[src/rtl/status_register.sv]
// ============================================================================
//  Module      : status_register
//  Description : 6502-style processor status (P) register with ALU, stack,
//                explicit flag-op and interrupt-entry update paths.
//  Revision    : 1.0  initial release
// ============================================================================
`default_nettype none

module status_register (
    input  logic       clk,
    input  logic       rst,
    input  logic [7:0] alu_result,
    input  logic [7:0] alu_flags,
    input  logic       alu_we,
    input  logic [7:0] flag_mask,
    input  logic       pull_we,
    input  logic [7:0] pull_data,
    input  logic [2:0] flag_op,
    input  logic       irq_entry,
    input  logic       instr_done,
    input  logic       push_brk,
    input  logic [2:0] branch_sel,
    output logic [7:0] status,
    output logic [7:0] push_data,
    output logic       irq_mask,
    output logic       branch_taken
);

    localparam int unsigned C_BIT = 0;
    localparam int unsigned Z_BIT = 1;
    localparam int unsigned I_BIT = 2;
    localparam int unsigned D_BIT = 3;
    localparam int unsigned V_BIT = 6;
    localparam int unsigned N_BIT = 7;

    localparam logic [2:0] c_op_clc = 3'd1;
    localparam logic [2:0] c_op_sec = 3'd2;
    localparam logic [2:0] c_op_cli = 3'd3;
    localparam logic [2:0] c_op_sei = 3'd4;
    localparam logic [2:0] c_op_clv = 3'd5;
    localparam logic [2:0] c_op_cld = 3'd6;
    localparam logic [2:0] c_op_sed = 3'd7;

    localparam logic [7:0] c_reset_status = 8'h24;

    logic [7:0] status_q;
    logic [7:0] status_d;
    logic       irq_mask_q;
    logic       irq_mask_d;
    logic       w_sel_flag;
    logic       w_unused;

    // ALU writes first, then flag_op, then irq_entry, so later writers win.
    always_comb begin
        status_d = status_q;
        if (pull_we) begin
            status_d = pull_data;
        end else begin
            if (alu_we) begin
                if (flag_mask[C_BIT]) status_d[C_BIT] = alu_flags[C_BIT];
                if (flag_mask[Z_BIT]) status_d[Z_BIT] = (alu_result == 8'h00);
                if (flag_mask[V_BIT]) status_d[V_BIT] = alu_flags[V_BIT];
                if (flag_mask[N_BIT]) status_d[N_BIT] = alu_result[7];
            end
            case (flag_op)
                c_op_clc: status_d[C_BIT] = 1'b0;
                c_op_sec: status_d[C_BIT] = 1'b1;
                c_op_cli: status_d[I_BIT] = 1'b0;
                c_op_sei: status_d[I_BIT] = 1'b1;
                c_op_clv: status_d[V_BIT] = 1'b0;
                c_op_cld: status_d[D_BIT] = 1'b0;
                c_op_sed: status_d[D_BIT] = 1'b1;
                default:  status_d = status_d;
            endcase
            if (irq_entry) status_d[I_BIT] = 1'b1;
        end
        status_d[5:4] = 2'b10;
    end

    // The mask lags I by one instruction boundary so CLI/SEI act late.
    always_comb begin
        irq_mask_d = irq_mask_q;
        if (irq_entry) begin
            irq_mask_d = 1'b1;
        end else if (instr_done) begin
            irq_mask_d = status_q[I_BIT];
        end
    end

    always_ff @(posedge clk) begin
        if (rst) begin
            status_q   <= c_reset_status;
            irq_mask_q <= 1'b1;
        end else begin
            status_q   <= status_d;
            irq_mask_q <= irq_mask_d;
        end
    end

    always_comb begin
        case (branch_sel[2:1])
            2'b00:   w_sel_flag = status_q[N_BIT];
            2'b01:   w_sel_flag = status_q[V_BIT];
            2'b10:   w_sel_flag = status_q[C_BIT];
            default: w_sel_flag = status_q[Z_BIT];
        endcase
    end

    assign status       = status_q;
    assign irq_mask     = irq_mask_q;
    assign push_data    = {status_q[7:6], 1'b1, push_brk, status_q[3:0]};
    assign branch_taken = (w_sel_flag == branch_sel[0]);

    assign w_unused = ^{alu_flags[5:1], alu_flags[7], flag_mask[5:2], alu_result[6:0]};

endmodule

`default_nettype wire

[config.mk]
export PLATFORM = sky130hd
export DESIGN_NAME = status_register
export DESIGN_NICKNAME = d
export VERILOG_FILES = /design/src/rtl/status_register.sv
export SDC_FILE = /design/constraint.sdc
export NUM_CORES = 1
export LEC_CHECK = 0
export ABC_CLOCK_PERIOD_IN_PS = 1300
export CAP_MARGIN = 20
export CORE_MARGIN = 3
export CORE_UTILIZATION = 25
export CTS_BUF_LIST = sky130_fd_sc_hd__clkbuf_16
export CTS_CLUSTER_DIAMETER = 30
export DETAILED_ROUTE_END_ITERATION = 10
export GPL_ROUTABILITY_DRIVEN = 1
export PLACE_DENSITY = 0.79
export SKIP_LAST_GASP = 1
export SLEW_MARGIN = 20
export SYNTH_ARGS = -nofsm -noshare
export SYNTH_HDL_FRONTEND = slang
export SYNTH_SLANG_ARGS = --single-unit
[constraint.sdc]
create_clock -name clk -period 1.3 [get_ports clk]
set_input_delay 0.325 -clock clk [delete_from_list [all_inputs] [get_ports clk]]
set_output_delay 0.325 -clock clk [all_outputs]
set_load 0.01 [all_outputs]
==> metrics.cfg, run 1 <==
[run_status]
violations = negative setup slack
status = finished with violations

[yosys]
ys_ff_latch = 7
netlist.area_leader.share_pct = 28.1
seq_area_frac_synth_pct = 28.1
synth.distinct_cells = 26
mappedNetlistArea_sq_um = 499
synthTopCellsByArea = dfxtp_1, buf_4, a21oi_1
avgSynthCellArea_sq_um = 7.92
ys_warn_count = 0
netlist_instances = 63
yosysTopAreaCell = dfxtp_1

[detailed_routing]
via_count = 629
detail_route.wl_per_cell_microns = 13.4
route.antenna.remaining_nets = 0
viasPerCell = 4.46
drcViolationCount = 0
dr.pass1.iters = 4
dr.first_iter.drc_count = 4
wl_microns = 1890

[timing]
fin_crit_sh_pct = 126
slew_viol_final = 0
hold_viol_final = 0
fmax_ghz = 0.611
min_period_ps = 1640
hold_ws_ps = 482
skew_ps = 0.0123
finalSetupViolations = 1
rsz0062_at_grt = yes
layout_setup_ws_ps = -336

[job]
max_cap_violations = 0

[clocking]
cts_hold_buf = 0
clockRootBuffer = clkbuf_16
cts_num_sinks = 7
htreeDepth = 1
cts_buffers = 3
clock_latency_ps = 230
path_clk_slew_ps = 40
clockBufferDepth = 2
cts_tree = done

[finish]
antenna_cells = 0
layout-drive-gt1-share_pct = 24.1
final_cell_mix = clkdlybuf4s50_1, buf_4, dlygate4sd2_1
layout_commonest_cell = clkdlybuf4s50_1
fin_nets = 162
area_growth_pct = 122

[placement]
pre_cts_ws_ps = -1040
dpl.hpwl_microns = 1500
io_buffers = 45
gp_congestion = 0.750

[grt]
grt_pass1_vias = 588
grt_usage_pct = 14.4
grt_antenna_before_repair = 0
grt_pass1_wl_microns = 2720
gr-total-overflow = 0
grt_max_degree = 8

[worst_setup_path]
critPathCapture = branch_taken
cp-startpoint = status[1]$_SDFFE_PP0P_
path_max_fanout = 2
rrSetupSlack_ps = 270
worstPathArrival_ps = 1310
worst_r2r_endpoint = status[0]$_SDFFE_PP0P_
cp-end-kind = output port
r2r_cells = 4
cp.required_ps = 980
critical_path_class = reg2out
r2r_start = status[0]$_SDFFE_PP0P_
cp-start-kind = register

[floorplan]
dieHeight_microns = 50.7
rows = 15
start_util_pct = 27.7
die_x_microns = 50.7
die-area_sq_um = 2570
coreArea_sq_um = 1800
num_io_pins = 63

[power_and_ir_drop]
p_per_area_nw_per_um2 = 940
ir_worst_vdd_uv = 1010
power.leakage_nw = 0.515

[hold_path]
hp-class = reg2reg

[sequential cells by signal, indices dropped and copies added (netlist names)]
register  count
irq_mask      1
status        6
[power by group]
group | leakage, nW | internal, W | switching, W
combinational | 0.414 | 0.000176 | 0.000107
sequential | 0.0585 | 0.000230 | 0.00000692
clock | 0.0423 | 0.000400 | 0.000119
total | 0.515 | 0.000807 | 0.000233
[kinds of logic (layout without fill, tap and decap cells)]
family	Yosys count	after routing	share of synthesized area (%)
AND/OR/NAND/NOR	18	18	17.5
AO/OA/AOI/OAI	15	15	20.6
buffers and inverters	16	68	19.8
XOR/XNOR	1	1	1.75
multiplexers	4	4	10.8
other	2	3	1.50
flip-flops	7	7	28.1
[critical path: stages, from the launching register on]
cell and delay (ps):
dfxtp_2 310, mux4_2 490, xnor2_2 140, buf_2 140
[Yosys cell counts]
library cell	n
o311ai_1	1
o21ai_0	1
a21oi_1	5
mux4_2	1
a21boi_0	2
buf_4	10
buf_2	1
nor2_1	1
a31oi_1	1
nor3b_1	1
a21o_1	1
a311oi_1	2
nor3_1	5
nor2b_1	2
clkbuf_1	1
dfxtp_1	7
xnor2_1	1
mux2_2	1
a221oi_1	1
nand3_1	2
mux2i_1	2
o31a_1	1
nor4_1	1
conb_1	2
nand2_1	6
inv_1	4
[cell type report]
class / count / area [sq um]
Multi-Input combinational cell: 41 / 293
Clock inverter: 1 / 3.75
Tap cell: 25 / 31.3
Inverter: 4 / 15.0
Sequential cell: 7 / 143
Clock buffer: 3 / 75.1
Timing Repair Buffer: 60 / 546
Fill cell: 157 / 696
[layer usage]
metal,GRT usage [%],share of wire [%],up-vias
met2,27.6,58,26
met3,5.04,6.8,2
met5,0,0,-
li1,-,-,314
met4,5.38,0.42,0
met1,13.9,35,287
[through the flow]
step | power (W) | cells | utilization [%] | setup TNS, ps | cell area, sq um
after floorplan | 0.000352 | 64 | - | -44.1 | 510
after global placement | 0.000525 | 136 | 56.3 | -2250 | 1010
after detailed placement | 0.000532 | 136 | 56.3 | -2370 | 1010
after CTS | 0.00103 | 141 | 59.7 | -364 | 1080
after global routing | 0.00109 | 141 | 61.4 | -404 | 1110
final | 0.00104 | 141 | 61.4 | -336 | 1110
[repair_timing]
action	CTS	global route
pin swaps	1	2
buffers inserted	1	0
setup endpoints to repair	17	5
gates cloned	0	0
gates resized for setup	23	10
[worst min-delay path by stage]
stage	from	to	slack (ps)	depth (start not counted)
2_1_floorplan	irq_entry	irq_mask$_SDFFE_PP1P_	420	2
3_3_place_gp	irq_mask$_SDFFE_PP1P_	irq_mask$_SDFFE_PP1P_	460	2
3_5_place_dp	irq_mask$_SDFFE_PP1P_	irq_mask$_SDFFE_PP1P_	490	2
4_1_cts	irq_mask$_SDFFE_PP1P_	irq_mask$_SDFFE_PP1P_	490	2
5_1_grt	irq_mask$_SDFFE_PP1P_	irq_mask$_SDFFE_PP1P_	490	2
6_report	irq_mask$_SDFFE_PP1P_	irq_mask$_SDFFE_PP1P_	480	2
Power figures use the tool's default switching activity.
==> run 2, diff against run 1 <==
--- a/config.mk
+++ b/config.mk
@@ -7,13 +7,15 @@
 export LEC_CHECK = 0
 export ABC_CLOCK_PERIOD_IN_PS = 1300
 export CAP_MARGIN = 20
+export CELL_PAD_IN_SITES_DETAIL_PLACEMENT = 0
+export CELL_PAD_IN_SITES_GLOBAL_PLACEMENT = 2
 export CORE_MARGIN = 3
-export CORE_UTILIZATION = 25
+export CORE_UTILIZATION = 11
 export CTS_BUF_LIST = sky130_fd_sc_hd__clkbuf_16
 export CTS_CLUSTER_DIAMETER = 30
 export DETAILED_ROUTE_END_ITERATION = 10
 export GPL_ROUTABILITY_DRIVEN = 1
-export PLACE_DENSITY = 0.79
+export PLACE_DENSITY_LB_ADDON = 0.2
 export SKIP_LAST_GASP = 1
 export SLEW_MARGIN = 20
 export SYNTH_ARGS = -nofsm -noshare
==> run 2 against run 1 <==
The flow still finishes with violations (negative setup slack). Highest routed layer unchanged. Non-clock buffer count fell by 1. Combinational power fell by 2%. Register-to-register slack improved by 20 ps. Largest power group unchanged. Clock skew barely moved. Utilization fell by 34 points. Routed wire length rose by 1.0%. Flip-flop and latch count did not move. Clock-buffer cell count did not move. Critical path depth rose by 1. Worst setup slack barely moved.
==> metrics.cfg, run 2 (synthesis results as in run 1) <==
[run_status]
status = finished with violations  ; unchanged
violations = negative setup slack  ; unchanged

[power_and_ir_drop]
p_int_w = 0.000804  ; was 0.000807 W
power.leakage_nw = 0.504  ; was 0.515 nW
switching_share_pct = 21.7  ; was 22.4%
power_switching_w = 0.000223  ; was 0.000233 W
p_clk_share_pct = 49.9  ; about the same
p_per_area_nw_per_um2 = 908  ; was 940 nW/um^2
combPwrFrac_pct = 27.1  ; was 27.3%
ir_worst_vdd_uv = 407  ; was 1010 uV
p_seq_share_pct = 23.1  ; was 22.8%

[clocking]
cts_num_sinks = 7  ; unchanged
clockBufferDepth = 2  ; unchanged
post_cts.repair.setup_buffers = 0  ; was 1
cts_tree = done  ; unchanged
cts_hold_buf = 0  ; unchanged
cts_buffers = 3  ; unchanged
clock_latency_ps = 230  ; about the same
clockRootBuffer = clkbuf_16  ; unchanged
htreeDepth = 1  ; unchanged
path_clk_slew_ps = 40  ; about the same

[detailed_routing]
route.met3.wl_microns = 192  ; was 129 microns
detail_route.wl_per_cell_microns = 11.6  ; was 13.4 microns
drcViolationCount = 0  ; unchanged
via_count = 638  ; was 629
drt-met1-wl_microns = 783  ; was 660 microns
route.antenna.remaining_nets = 0  ; unchanged
wl_microns = 1910  ; was 1890 microns
wl_met2_microns = 911  ; was 1100 microns
dr.pass1.iters = 4  ; unchanged
dr.first_iter.drc_count = 17  ; was 4
top_layer_used = met4  ; unchanged
viasPerCell = 3.87  ; was 4.46

[grt]
grt_pass1_vias = 662  ; was 588
grt_usage_pct = 7.09  ; was 14.4%
grt_antenna_before_repair = 0  ; unchanged
gr-total-overflow = 0  ; unchanged
grt_max_degree = 9  ; was 8
grt_pass1_wl_microns = 2880  ; was 2720 microns

[finish]
multiInputGateArea_sq_um = 299  ; was 293 sq um
layout_commonest_cell = clkdlybuf4s50_1  ; unchanged
largest_reg_flops = 6  ; unchanged
layout-drive-gt1-share_pct = 22.6  ; was 24.1%
final_cell_mix = clkdlybuf4s50_1, dlygate4sd2_1, buf_4  ; was clkdlybuf4s50_1, buf_4, dlygate4sd2_1
layout.area.seq_sq_um = 140  ; was 143 sq um
fin_util_pct = 27.1  ; was 61.4%
final_cell_area_sq_um = 1130  ; was 1110 sq um
layoutNonFillerInstCount = 165  ; was 141
n_fill_cell = 445  ; was 157
antenna_cells = 0  ; unchanged
fin_nets = 161  ; was 162
area_growth_pct = 127  ; was 122%

[floorplan]
num_io_pins = 63  ; unchanged
dieHeight_microns = 73.4  ; was 50.7 microns
rows = 23  ; was 15
die_x_microns = 73.4  ; was 50.7 microns
coreArea_sq_um = 4170  ; was 1800 sq um
die-area_sq_um = 5380  ; was 2570 sq um
start_util_pct = 12.0  ; was 27.7%

[placement]
io_buffers = 45  ; unchanged
gp_congestion = 0.653  ; was 0.750
dp_cells = 161  ; was 136
dpl.hpwl_microns = 1590  ; was 1500 microns
place_area_sq_um = 1040  ; was 1010 sq um

[hold_path]
hp-class = reg2reg  ; unchanged

[worst_setup_path]
path_max_fanout = 1  ; was 2
cp-end-kind = output port  ; unchanged
worstPathArrival_ps = 1310  ; about the same
cp.required_ps = 980  ; about the same
critPathSlowestCell = mux4_2  ; unchanged
cp-start-kind = input port  ; was register
crit_chain = clkdlybuf4s15_2 -> mux4_2 -> xnor2_2 -> buf_2  ; was mux4_2 -> xnor2_2 -> buf_2
critPathMaxStageDelay_ps = 520  ; was 490 ps
critical_path_class = in2out  ; was reg2out

[timing]
skew_ps = 0.0197  ; was 0.0123 ps
fin_crit_sh_pct = 126  ; about the same
setup_tns_ps = -336  ; about the same
hold_viol_final = 0  ; unchanged
fmax_ghz = 0.611  ; about the same
layout_setup_ws_ps = -336  ; about the same
min_period_ps = 1640  ; about the same
finalSetupViolations = 1  ; unchanged
rsz0062_at_grt = yes  ; unchanged
slew_viol_final = 0  ; unchanged

[job]
max_cap_violations = 0  ; unchanged

## run 2: worst paths after layout
kind	endpoint	startpoint	cells past startpoint	slack, ps
max	branch_taken	branch_sel[2]	4	-340
max reg2reg	status[0]$_SDFFE_PP0P_	status[0]$_SDFFE_PP0P_	4	290
min	irq_mask$_SDFFE_PP1P_	irq_mask$_SDFFE_PP1P_	2	480
min reg2reg	irq_mask$_SDFFE_PP1P_	irq_mask$_SDFFE_PP1P_	2	480
## run 2: final cells by class
class | instances | share of cell area (%)
Multi-Input combinational cell | 41 | 26.4
Timing Repair Buffer | 59 | 47.3
Clock buffer | 3 | 6.64
Tap cell | 50 | 5.53
Inverter | 4 | 1.33
Clock inverter | 1 | 0.332
Sequential cell | 7 | 12.4
## run 2: metal layers
layer | global-route usage (%) | vias up
li1 | - | 315
met1 | 8.28 | 289
met2 | 11.8 | 32
met3 | 3.15 | 2
met4 | 1.81 | 0
met5 | 0 | -
## run 2: repair_timing
item,CTS,global route
pin swaps,0,1
gates resized for setup,23,7
setup endpoints to repair,18,4
## run 2: critical path, delay by kind of cell
family,cells,cell delay (ps)
muxes,1,520
buffers and inverters,2,320
xor gates and xnor gates,1,140
## run 2: metrics by stage
| stage | hold WS [ps] | total power (W) | setup WS (ps) |
|---|---|---|---|
| floorplan | 417 | 0.000352 | -44.1 |
| global placement | 463 | 0.000535 | -1030 |
| detailed placement | 476 | 0.000534 | -1050 |
| CTS | 488 | 0.00103 | -353 |
| global route | 503 | 0.00108 | -365 |
| finish | 479 | 0.00103 | -336 |
## run 2: power groups by stage
stage	sequential [W]	combinational (W)	clock, W
finish	0.000237	0.000278	0.000512
global route	0.000238	0.000303	0.000540
CTS	0.000238	0.000270	0.000520
detailed placement	0.000240	0.000294	0
global placement	0.000240	0.000295	0
floorplan	0.000249	0.000104	0
==> run 3, diff against run 2 <==
--- a/config.mk
+++ b/config.mk
@@ -5,6 +5,7 @@
 export SDC_FILE = /design/constraint.sdc
 export NUM_CORES = 1
 export LEC_CHECK = 0
+export ABC_AREA = 1
 export ABC_CLOCK_PERIOD_IN_PS = 1300
 export CAP_MARGIN = 20
 export CELL_PAD_IN_SITES_DETAIL_PLACEMENT = 0
@@ -21,3 +22,4 @@
 export SYNTH_ARGS = -nofsm -noshare
 export SYNTH_HDL_FRONTEND = slang
 export SYNTH_SLANG_ARGS = --single-unit
+export TNS_END_PERCENT = 20
==> run 3 against run 2 <==
The flow still finishes with violations (negative setup slack). Global-route usage down 0.51 points. Non-clock buffer count fell by 3. Hold slack better by 20 ps. Sequential share of layout area down 0.62 points. Clock-buffer cell count is the same. Clock power about the same. Combinational power up 6%. Clock skew is essentially flat. Die area is 13% higher. Flip-flop and latch count unchanged. Critical path type is now reg2out. Largest power group unchanged.
==> metrics.cfg, run 3 <==
[run_status]
status = finished with violations  ; unchanged
violations = negative setup slack  ; unchanged

[yosys]
synth_async_sr_flop_share_pct = 0  ; unchanged
yosysTopAreaCell = dfxtp_1  ; unchanged
netlist_instances = 95  ; was 63
synthFlopType = dfxtp_1  ; unchanged
avgSynthCellArea_sq_um = 6.01  ; was 7.92 sq um
ys_warn_count = 0  ; unchanged
seq_area_frac_synth_pct = 24.6  ; was 28.1%
synth.most_common_cell = nand2_1  ; was buf_4
synthTopCellsByArea = dfxtp_1, nand2_1, buf_4  ; was dfxtp_1, buf_4, a21oi_1
netlist.area_leader.share_pct = 24.6  ; was 28.1%
ys_ff_latch = 7  ; unchanged
synth_edf_count = 0  ; unchanged
mappedNetlistArea_sq_um = 571  ; was 499 sq um
synth_commonest_cells = nand2_1, inv_1, buf_4, nor2_1, nand3_1  ; was buf_4, dfxtp_1, nand2_1
synth.distinct_cells = 17  ; was 26

[placement]
gp_congestion = 0.644  ; was 0.653
io_buffers = 45  ; unchanged
place_area_sq_um = 1120  ; was 1040 sq um
dpl.hpwl_microns = 1680  ; was 1590 microns
dp_cells = 209  ; was 161

[floorplan]
die-area_sq_um = 6090  ; was 5380 sq um
num_io_pins = 63  ; unchanged
start_util_pct = 11.7  ; was 12.0%
coreArea_sq_um = 4880  ; was 4170 sq um
dieHeight_microns = 78.0  ; was 73.4 microns
rows = 25  ; was 23
die_x_microns = 78.0  ; was 73.4 microns

[grt]
grt_pass1_vias = 736  ; was 662
grt_pass1_wl_microns = 3170  ; was 2880 microns
grt_max_degree = 11  ; was 9
grt_usage_pct = 6.58  ; was 7.09%
gr-total-overflow = 0  ; unchanged
grt_antenna_before_repair = 0  ; unchanged

[timing]
fin_crit_sh_pct = 117  ; was 126%
hold_ws_ps = 499  ; was 479 ps
hold_viol_final = 0  ; unchanged
skew_ps = 0.0362  ; was 0.0197 ps
slew_viol_final = 0  ; unchanged
min_period_ps = 1520  ; was 1640 ps
finalSetupViolations = 11  ; was 1
rsz0062_at_grt = yes  ; unchanged
fmax_ghz = 0.659  ; was 0.611 GHz
layout_setup_ws_ps = -217  ; was -336 ps

[finish]
n_fill_cell = 581  ; was 445
final_cell_mix = clkdlybuf4s50_1, nand2_1, inv_1  ; was clkdlybuf4s50_1, dlygate4sd2_1, buf_4
layout.area.seq_sq_um = 140  ; unchanged
fin_nets = 192  ; was 161
final_cell_area_sq_um = 1190  ; was 1130 sq um
layoutNonFillerInstCount = 213  ; was 165
area_growth_pct = 109  ; was 127%
fin_util_pct = 24.4  ; was 27.1%
antenna_cells = 0  ; unchanged
layout_commonest_cell = clkdlybuf4s50_1  ; unchanged
multiInputGateArea_sq_um = 303  ; was 299 sq um
layout-drive-gt1-share_pct = 13.7  ; was 22.6%
largest_reg_flops = 6  ; unchanged

[power_and_ir_drop]
power_switching_w = 0.000232  ; was 0.000223 W
p_per_area_nw_per_um2 = 876  ; was 908 nW/um^2
ir_worst_vdd_uv = 447  ; was 407 uV
p_int_w = 0.000812  ; was 0.000804 W
power_w = 0.00104  ; was 0.00103 W
power.leakage_nw = 0.577  ; was 0.504 nW
switching_share_pct = 22.2  ; was 21.7%
p_clk_share_pct = 48.8  ; was 49.9%
p_seq_share_pct = 23.0  ; was 23.1%
combPwrFrac_pct = 28.2  ; was 27.1%

[detailed_routing]
wl_microns = 1940  ; was 1910 microns
dr.first_iter.drc_count = 46  ; was 17
route.antenna.remaining_nets = 0  ; unchanged
via_count = 730  ; was 638
detail_route.wl_per_cell_microns = 9.11  ; was 11.6 microns
drcViolationCount = 0  ; unchanged
dr.pass1.iters = 6  ; was 4
viasPerCell = 3.43  ; was 3.87

[clocking]
post_cts.repair.setup_buffers = 0  ; unchanged
cts_tree = done  ; unchanged
cts_num_sinks = 7  ; unchanged
path_clk_slew_ps = 40  ; about the same
clockRootBuffer = clkbuf_16  ; unchanged
clockBufferDepth = 2  ; unchanged
htreeDepth = 1  ; unchanged
cts_buffers = 3  ; unchanged
clock_latency_ps = 230  ; about the same
cts_hold_buf = 0  ; unchanged

[worst_setup_path]
path_max_fanout = 3  ; was 1
cp-end-kind = output port  ; unchanged
worstPathArrival_ps = 1190  ; was 1310 ps
critical_path_class = reg2out  ; was in2out
cp-start-kind = register  ; was input port
cp.required_ps = 980  ; about the same

[job]
max_cap_violations = 0  ; unchanged

[hold_path]
hp-class = reg2reg  ; unchanged

## run 3: area by class of cell
| class | count | area share (%) |
|---|---|---|
| Sequential cell | 7 | 11.8 |
| Multi-Input combinational cell | 64 | 25.4 |
| Inverter | 15 | 4.73 |
| Tap cell | 67 | 7.04 |
| Clock inverter | 1 | 0.315 |
| Timing Repair Buffer | 56 | 44.4 |
| Clock buffer | 3 | 6.30 |
## run 3: cells by family (layout without fill, tap and decap cells)
family | count (synthesis) | count (layout) | synth area share (%)
AO/OA/AOI/OAI | 12 | 12 | 13.2
AND/OR/NAND/NOR | 48 | 48 | 36.4
flip-flops | 7 | 7 | 24.6
XOR/XNOR | 1 | 1 | 1.54
buffers and inverters | 25 | 75 | 23.0
other | 2 | 3 | 1.32
## run 3: metrics by stage
stage	TNS, ps	worst slack, ps
after floorplan	0	178
after global placement	-1280	-765
after detailed placement	-1360	-806
after CTS	-2430	-253
after global routing	-2350	-255
final	-1770	-217
## run 3: critical path, stage by stage (launching register included)
cell and delay (ps):
dfxtp_1 320, buf_4 120, clkdlybuf4s50_1 530
## run 3: worst paths after layout
check,end,start,slack [ps],cells past startpoint
hold / removal,irq_mask$_SDFFE_PP1P_,irq_mask$_SDFFE_PP1P_,500,2
setup reg to reg,status[1]$_SDFFE_PP0P_,status[1]$_SDFFE_PP0P_,490,5
hold reg to reg,irq_mask$_SDFFE_PP1P_,irq_mask$_SDFFE_PP1P_,500,2
setup / recovery,push_data[0],status[0]$_SDFFE_PP0P_,-220,2
## run 3: routing by layer
layer	up-vias	track usage (%)	wire length [microns]
met5	-	0	0
met4	0	2.10	30
met1	307	7.78	880
met2	37	11.0	877
li1	384	-	-
met3	2	2.52	152
## run 3: power by group through the flow
stage	registers (W)	logic, W	clock network, W
final	0.000240	0.000294	0.000509
after global routing	0.000243	0.000326	0.000544
after CTS	0.000241	0.000301	0.000525
after detailed placement	0.000244	0.000307	0
after global placement	0.000244	0.000308	0
after floorplan	0.000252	0.000112	0
## run 3: repair_timing
item | CTS | global route
hold endpoints to repair | 0 | 0
gates resized for setup | 7 | 2
setup endpoints to repair | 14 | 14
==> RTL change 1 (settings of run 1) <==
Put a register stage on the outputs `push_data` and `branch_taken`, with the module's reset. The values now appear one clock later. The other outputs are not delayed to match.
--- a/src/rtl/status_register.sv
+++ b/src/rtl/status_register.sv
@@ -108,8 +108,15 @@
 
     assign status       = status_q;
     assign irq_mask     = irq_mask_q;
-    assign push_data    = {status_q[7:6], 1'b1, push_brk, status_q[3:0]};
-    assign branch_taken = (w_sel_flag == branch_sel[0]);
+    always_ff @(posedge clk) begin
+        if (rst) begin
+            push_data    <= '0;
+            branch_taken <= '0;
+        end else begin
+            push_data    <= {status_q[7:6], 1'b1, push_brk, status_q[3:0]};
+            branch_taken <= (w_sel_flag == branch_sel[0]);
+        end
+    end
 
     assign w_unused = ^{alu_flags[5:1], alu_flags[7], flag_mask[5:2], alu_result[6:0]};
 
Function: changed (Yosys sat finds a counterexample within 4 cycles, from zero or initial values and one cycle with rst high).
==> RTL change 1 against run 1 <==
Cell area increased by 18%. Clock power increased by 13%. Synthesized cell count increased by 17%. Critical path depth decreased by 2. Sequential share of layout area increased by 12 points. Via count increased by 17%. Total power increased by 33%. Core utilization decreased by 9.5 points. Worst setup slack improved by 0.41 ns. Area after synthesis increased by 35%. Sequential cell count increased by 9. Global-route usage decreased by 1.3 points. Routed wire length increased by 2.8%. Highest routed layer unchanged.
==> RTL change 1: results (changes against run 1) <==
[logic_synthesis]
synth_compound_area_share_pct = 14.2  ; was 20.6%
yosysSeqAreaShare_pct = 47.7  ; was 28.1%
synth_xor_area_share_pct = 1.30  ; was 1.75%
muxShareOfSynthArea_pct = 8.01  ; was 10.8%
yosys-top-cells-count = 16 x dfxtp_1, 8 x nand2_1, 8 x nor2b_1, 5 x a21oi_1, 5 x inv_1  ; was 10 x buf_4, 7 x dfxtp_1, 6 x nand2_1, 5 x a21oi_1, 5 x nor3_1
synthDistinctLibCells = 25  ; was 26

[power_and_ir_drop]
leakage_nw = 0.609  ; was 0.515 nW
ir_worst_vdd_mv = 0.705  ; was 1.01 mV

[run_status]
status = completed  ; was complete, but fails checks

[detailed_routing]
drt-met1-wl_um = 716  ; was 660 µm
vias = 738  ; was 629
met3WireLength_um = 117  ; was 129 µm
wl_per_cell_um = 11.9  ; was 13.4 µm
drt-initial-drc-count = 12  ; was 4
wl_met2_um = 1040  ; was 1100 µm

[placement]
place_ws_ns = -0.318  ; was -1.04 ns
port_buffers = 48  ; was 45
place_area_um2 = 1250  ; was 1010 µm²
dp_hpwl_um = 1680  ; was 1500 µm
gp_congestion = 0.753  ; was 0.750

[worst_setup_path]
cp_slowest_cell = dfxtp_1  ; was mux4_2
crit_family = flip-flops  ; was multiplexers
r2r_slack_ns = 0.10  ; was 0.27 ns
critPathMaxFanout = 4  ; was 2
slowest_delay_ns = 0.36  ; was 0.49 ns
crit_arrival_ns = 0.90  ; was 1.31 ns
rr_endpoint = branch_taken  ; was status[0]

[global_routing]
use_met2_pct = 23.1  ; was 27.6%
grtUsageTotal_pct = 13.1  ; was 14.4%
met3_usage_pct = 4.90  ; was 5.04%
grt_max_degree = 12  ; was 8
grt_pass1_wl_um = 3340  ; was 2720 µm

[sta]
skew_ns = 0.000474  ; was 0.0000123 ns

[final_layout]
drive_above_1_share_pct = 12.7  ; was 24.1%
nets = 180  ; was 162

==> RTL change 1: final cells by class <==
cell class                 instances  area (µm²)
clock buffer                       3        75.1
clock inverter                     1        3.75
fill                             244        1210
inverter                           5        18.8
multi-input combinational         49         305
sequential                        16         320
tap                               30        37.5
timing repair buffer              60         549
==> RTL change 1: worst max-delay path by stage <==
| stage | start | endpoint | slack (ns) | cells past startpoint |
|---|---|---|---|---|
| 6_report | status[1] | status[1] | 0.08 | 1 |
| 3_5_place_dp | branch_sel[2] | branch_taken | -0.32 | 4 |
| 5_1_grt | flag_op[0] | status[0] | 0.02 | 5 |
| 3_3_place_gp | branch_sel[2] | branch_taken | -0.31 | 4 |
| 2_1_floorplan | status[1] | branch_taken | 0.20 | 3 |
| 4_1_cts | flag_mask[0] | status[0] | 0.05 | 5 |
==> RTL change 1: power breakdown <==
part | leakage, nW | internal, W | total [W] | switching (W)
sequential | 0.132 | 0.000521 | 0.000532 | 0.0000110
clock | 0.0385 | 0.000407 | 0.000585 | 0.000179
combinational | 0.438 | 0.000168 | 0.000265 | 0.0000969
==> RTL change 1: cells by family after synthesis <==
family,Yosys count
AO/OA/AOI/OAI,14
XOR/XNOR,1
buffers and inverters,9
flip-flops,16
multiplexers,4
other,2
AND/OR/NAND/NOR,28
==> RTL change 1: through the flow <==
step           total power, W  cells
6_report              0.00138    164
3_3_place_gp         0.000826    160
4_1_cts               0.00140    164
5_1_grt               0.00145    164
2_1_floorplan        0.000634     74
3_5_place_dp         0.000833    160
==> RTL change 1: timing repair <==
| item | in CTS | in global routing |
|---|---|---|
| setup endpoints to repair | 19 | 1 |
| resized for setup | 19 | 1 |
| gates cloned | 0 | 0 |
| hold buffers | 0 | 0 |
| setup buffers | 0 | 0 |
| pin swaps | 1 | 1 |
==> RTL change 2 (settings of run 1) <==
Without the edit above. Make the reset (`rst`) asynchronous in one clocked block.
--- a/src/rtl/status_register.sv
+++ b/src/rtl/status_register.sv
@@ -87,7 +87,7 @@
         end
     end
 
-    always_ff @(posedge clk) begin
+    always_ff @(posedge clk or posedge rst) begin
         if (rst) begin
             status_q   <= c_reset_status;
             irq_mask_q <= 1'b1;
Formal check against the unedited RTL: differs if rst is asserted again (counterexample within 4 cycles, from zero or initial values and one cycle with rst high); with rst held inactive, the same outputs for 10 cycles.
==> RTL change 2 against run 1 <==
The flow still finishes with violations (negative setup slack). Hold slack got worse by 0.15 ns. Sequential power rose by 7%. Core utilization decreased by 4.5 points. Routed wire length shrank 4.8%. Register-to-register slack lost 0.06 ns. Cell area shrank 5.3%. Cell count fell by 2.8%. Worst setup slack got worse by 0.080 ns. Synthesized cell count is 1.6% lower. Sequential cell count unchanged. Critical path depth is the same. Clock power down 2%. Total power rose by 3.5%. Area after synthesis rose by 3.5%. Critical path type unchanged. Largest cell class unchanged.
==> RTL change 2: results (changes against run 1) <==
[detailed_routing]
drt-initial-drc-count = 5  ; was 4
wirelength_um = 1800  ; was 1890 µm
vias = 612  ; was 629
dr.pass1.iters = 2  ; was 4

[final_layout]
nets = 158  ; was 162
num_antenna_cells = 0  ; unchanged
fill_cells = 184  ; was 157
final_cells = 137  ; was 141
largest_reg_flops = 6  ; unchanged
drive_above_1_share_pct = 30.4  ; was 24.1%

[placement]
dp_hpwl_um = 1440  ; was 1500 µm
gp_congestion = 0.727  ; was 0.750
place_inst = 133  ; was 136
port_buffers = 45  ; unchanged

[logic_synthesis]
yosys-top-cells-count = 13 x nand2_1, 10 x buf_4, 5 x dfrtp_1, 4 x nor2_1, 3 x a21oi_1  ; was 10 x buf_4, 7 x dfxtp_1, 6 x nand2_1, 5 x a21oi_1, 5 x nor3_1
synthAdderAreaFrac_pct = 0  ; unchanged
yosysSeqAreaShare_pct = 34.4  ; was 28.1%
synthDistinctLibCells = 25  ; was 26
synth_area_leaders = dfrtp_1 24%, buf_4 15%, dfstp_2 10%, nand2_1 9.4%, mux4_2 4.4%  ; was dfxtp_1 28%, buf_4 15%, a21oi_1 5.0%, nor3_1 5.0%, mux4_2 4.5%
synth_ff_type = dfrtp_1  ; was dfxtp_1
muxShareOfSynthArea_pct = 11.1  ; was 10.8%
yosys_warnings = 0  ; unchanged
async_flop_share_pct = 100  ; was 0%
synth_compound_area_share_pct = 14.5  ; was 20.6%
synth_xor_area_share_pct = 1.69  ; was 1.75%
avgSynthCellArea_um2 = 8.33  ; was 7.92 µm²

[clocking]
cts.clk_slew.worst_paths_ns = 0.04  ; about the same
clkLatencyLatePin_ns = 0.23  ; about the same
root_buffer = clkbuf_16  ; unchanged
numCtsBuffers = 3  ; unchanged
htreeDepth = 1  ; unchanged
clock_path_buffers = 2  ; unchanged

[worst_setup_path]
crit_arrival_ns = 1.39  ; was 1.31 ns
critPathMaxFanout = 2  ; unchanged

[run_status]
status = complete, but fails checks  ; unchanged
violations = negative setup slack  ; unchanged

[global_routing]
grt_pass1_vias = 661  ; was 588
grtUsageTotal_pct = 14.1  ; was 14.4%
grt_max_degree = 8  ; unchanged
grt_pass1_wl_um = 2790  ; was 2720 µm
antenna_found_initial = 0  ; unchanged

[sta]
fin_ws_ns = -0.416  ; was -0.336 ns
setup_violations = 1  ; unchanged
skew_ns = 0.0000714  ; was 0.0000123 ns

[power_and_ir_drop]
leakage_nw = 0.515  ; about the same
ir_worst_vdd_mv = 0.874  ; was 1.01 mV

[min_path]
hold_class = in2async  ; was reg2reg

==> RTL change 2: power breakdown <==
group          total [W]  leakage, nW  internal, W  switching, W
combinational   0.000313        0.390     0.000187      0.000126
clock           0.000511       0.0423     0.000400      0.000112
sequential      0.000253       0.0821     0.000243     0.0000101
==> RTL change 2: what timing repair did <==
| action | 4_1_cts | 5_1_grt |
|---|---|---|
| endpoints found under the setup margin | 15 | 12 |
| pin swaps | 1 | 2 |
| resized for setup | 37 | 15 |
| setup buffers | 0 | 1 |
| hold buffers | 0 | 0 |
==> RTL change 2: kinds of logic after synthesis <==
family | count (synthesis)
AO/OA/AOI/OAI | 11
flip-flops | 7
AND/OR/NAND/NOR | 24
other | 2
multiplexers | 4
XOR/XNOR | 1
buffers and inverters | 13
==> RTL change 2: area by class of cell <==
type	count	area share [%]
clock inverters	1	0.358
well taps	25	2.99
clock buffers	3	7.17
flip-flops and latches	7	17.0
multi-input cells	43	26.2
repair buffers	56	45.6
inverters	2	0.717
==> RTL change 2: path summary, 6_finish.rpt <==
path / depth (start not counted) / to / slack, ns / from
setup / recovery: 3 / branch_taken / -0.42 / status[1]
hold / removal: 2 / status[7] / 0.33 / rst
setup reg to reg: 4 / status[0] / 0.21 / status[0]
hold reg to reg: 2 / status[3] / 0.66 / status[3]
max in group asynchronous: 2 / status[2] / 0.70 / rst
min in group clk: 4 / status[0] / 0.58 / flag_op[0]
==> RTL change 2: worst max-delay path, cell delays in order (launching register included) <==
cell,delay [ns]
dfrtp_1,0.37
mux4_2,0.50
xnor2_2,0.14
buf_2,0.15
==> RTL change 2: layer usage <==
| metal | global-route usage (%) | vias up | routed length, µm |
|---|---|---|---|
| met1 | 14.2 | 282 | 653 |
| li1 | - | 299 | - |
| met2 | 26.7 | 29 | 990 |
| met5 | 0 | - | 0 |
| met3 | 5.83 | 2 | 151 |
| met4 | 2.62 | 0 | 7 |
==> RTL change 2: stage by stage <==
stage | instance area, µm² | util (%) | TNS (ns) | worst slack [ns]
after floorplan | 528 | - | -0.124 | -0.124
after global placement | 1010 | 55.1 | -2.01 | -1.03
after detailed placement | 1010 | 55.1 | -2.27 | -1.09
after CTS | 1070 | 58.4 | -0.457 | -0.457
after global routing | 1050 | 56.9 | -0.474 | -0.471
final | 1050 | 56.9 | -0.416 | -0.416
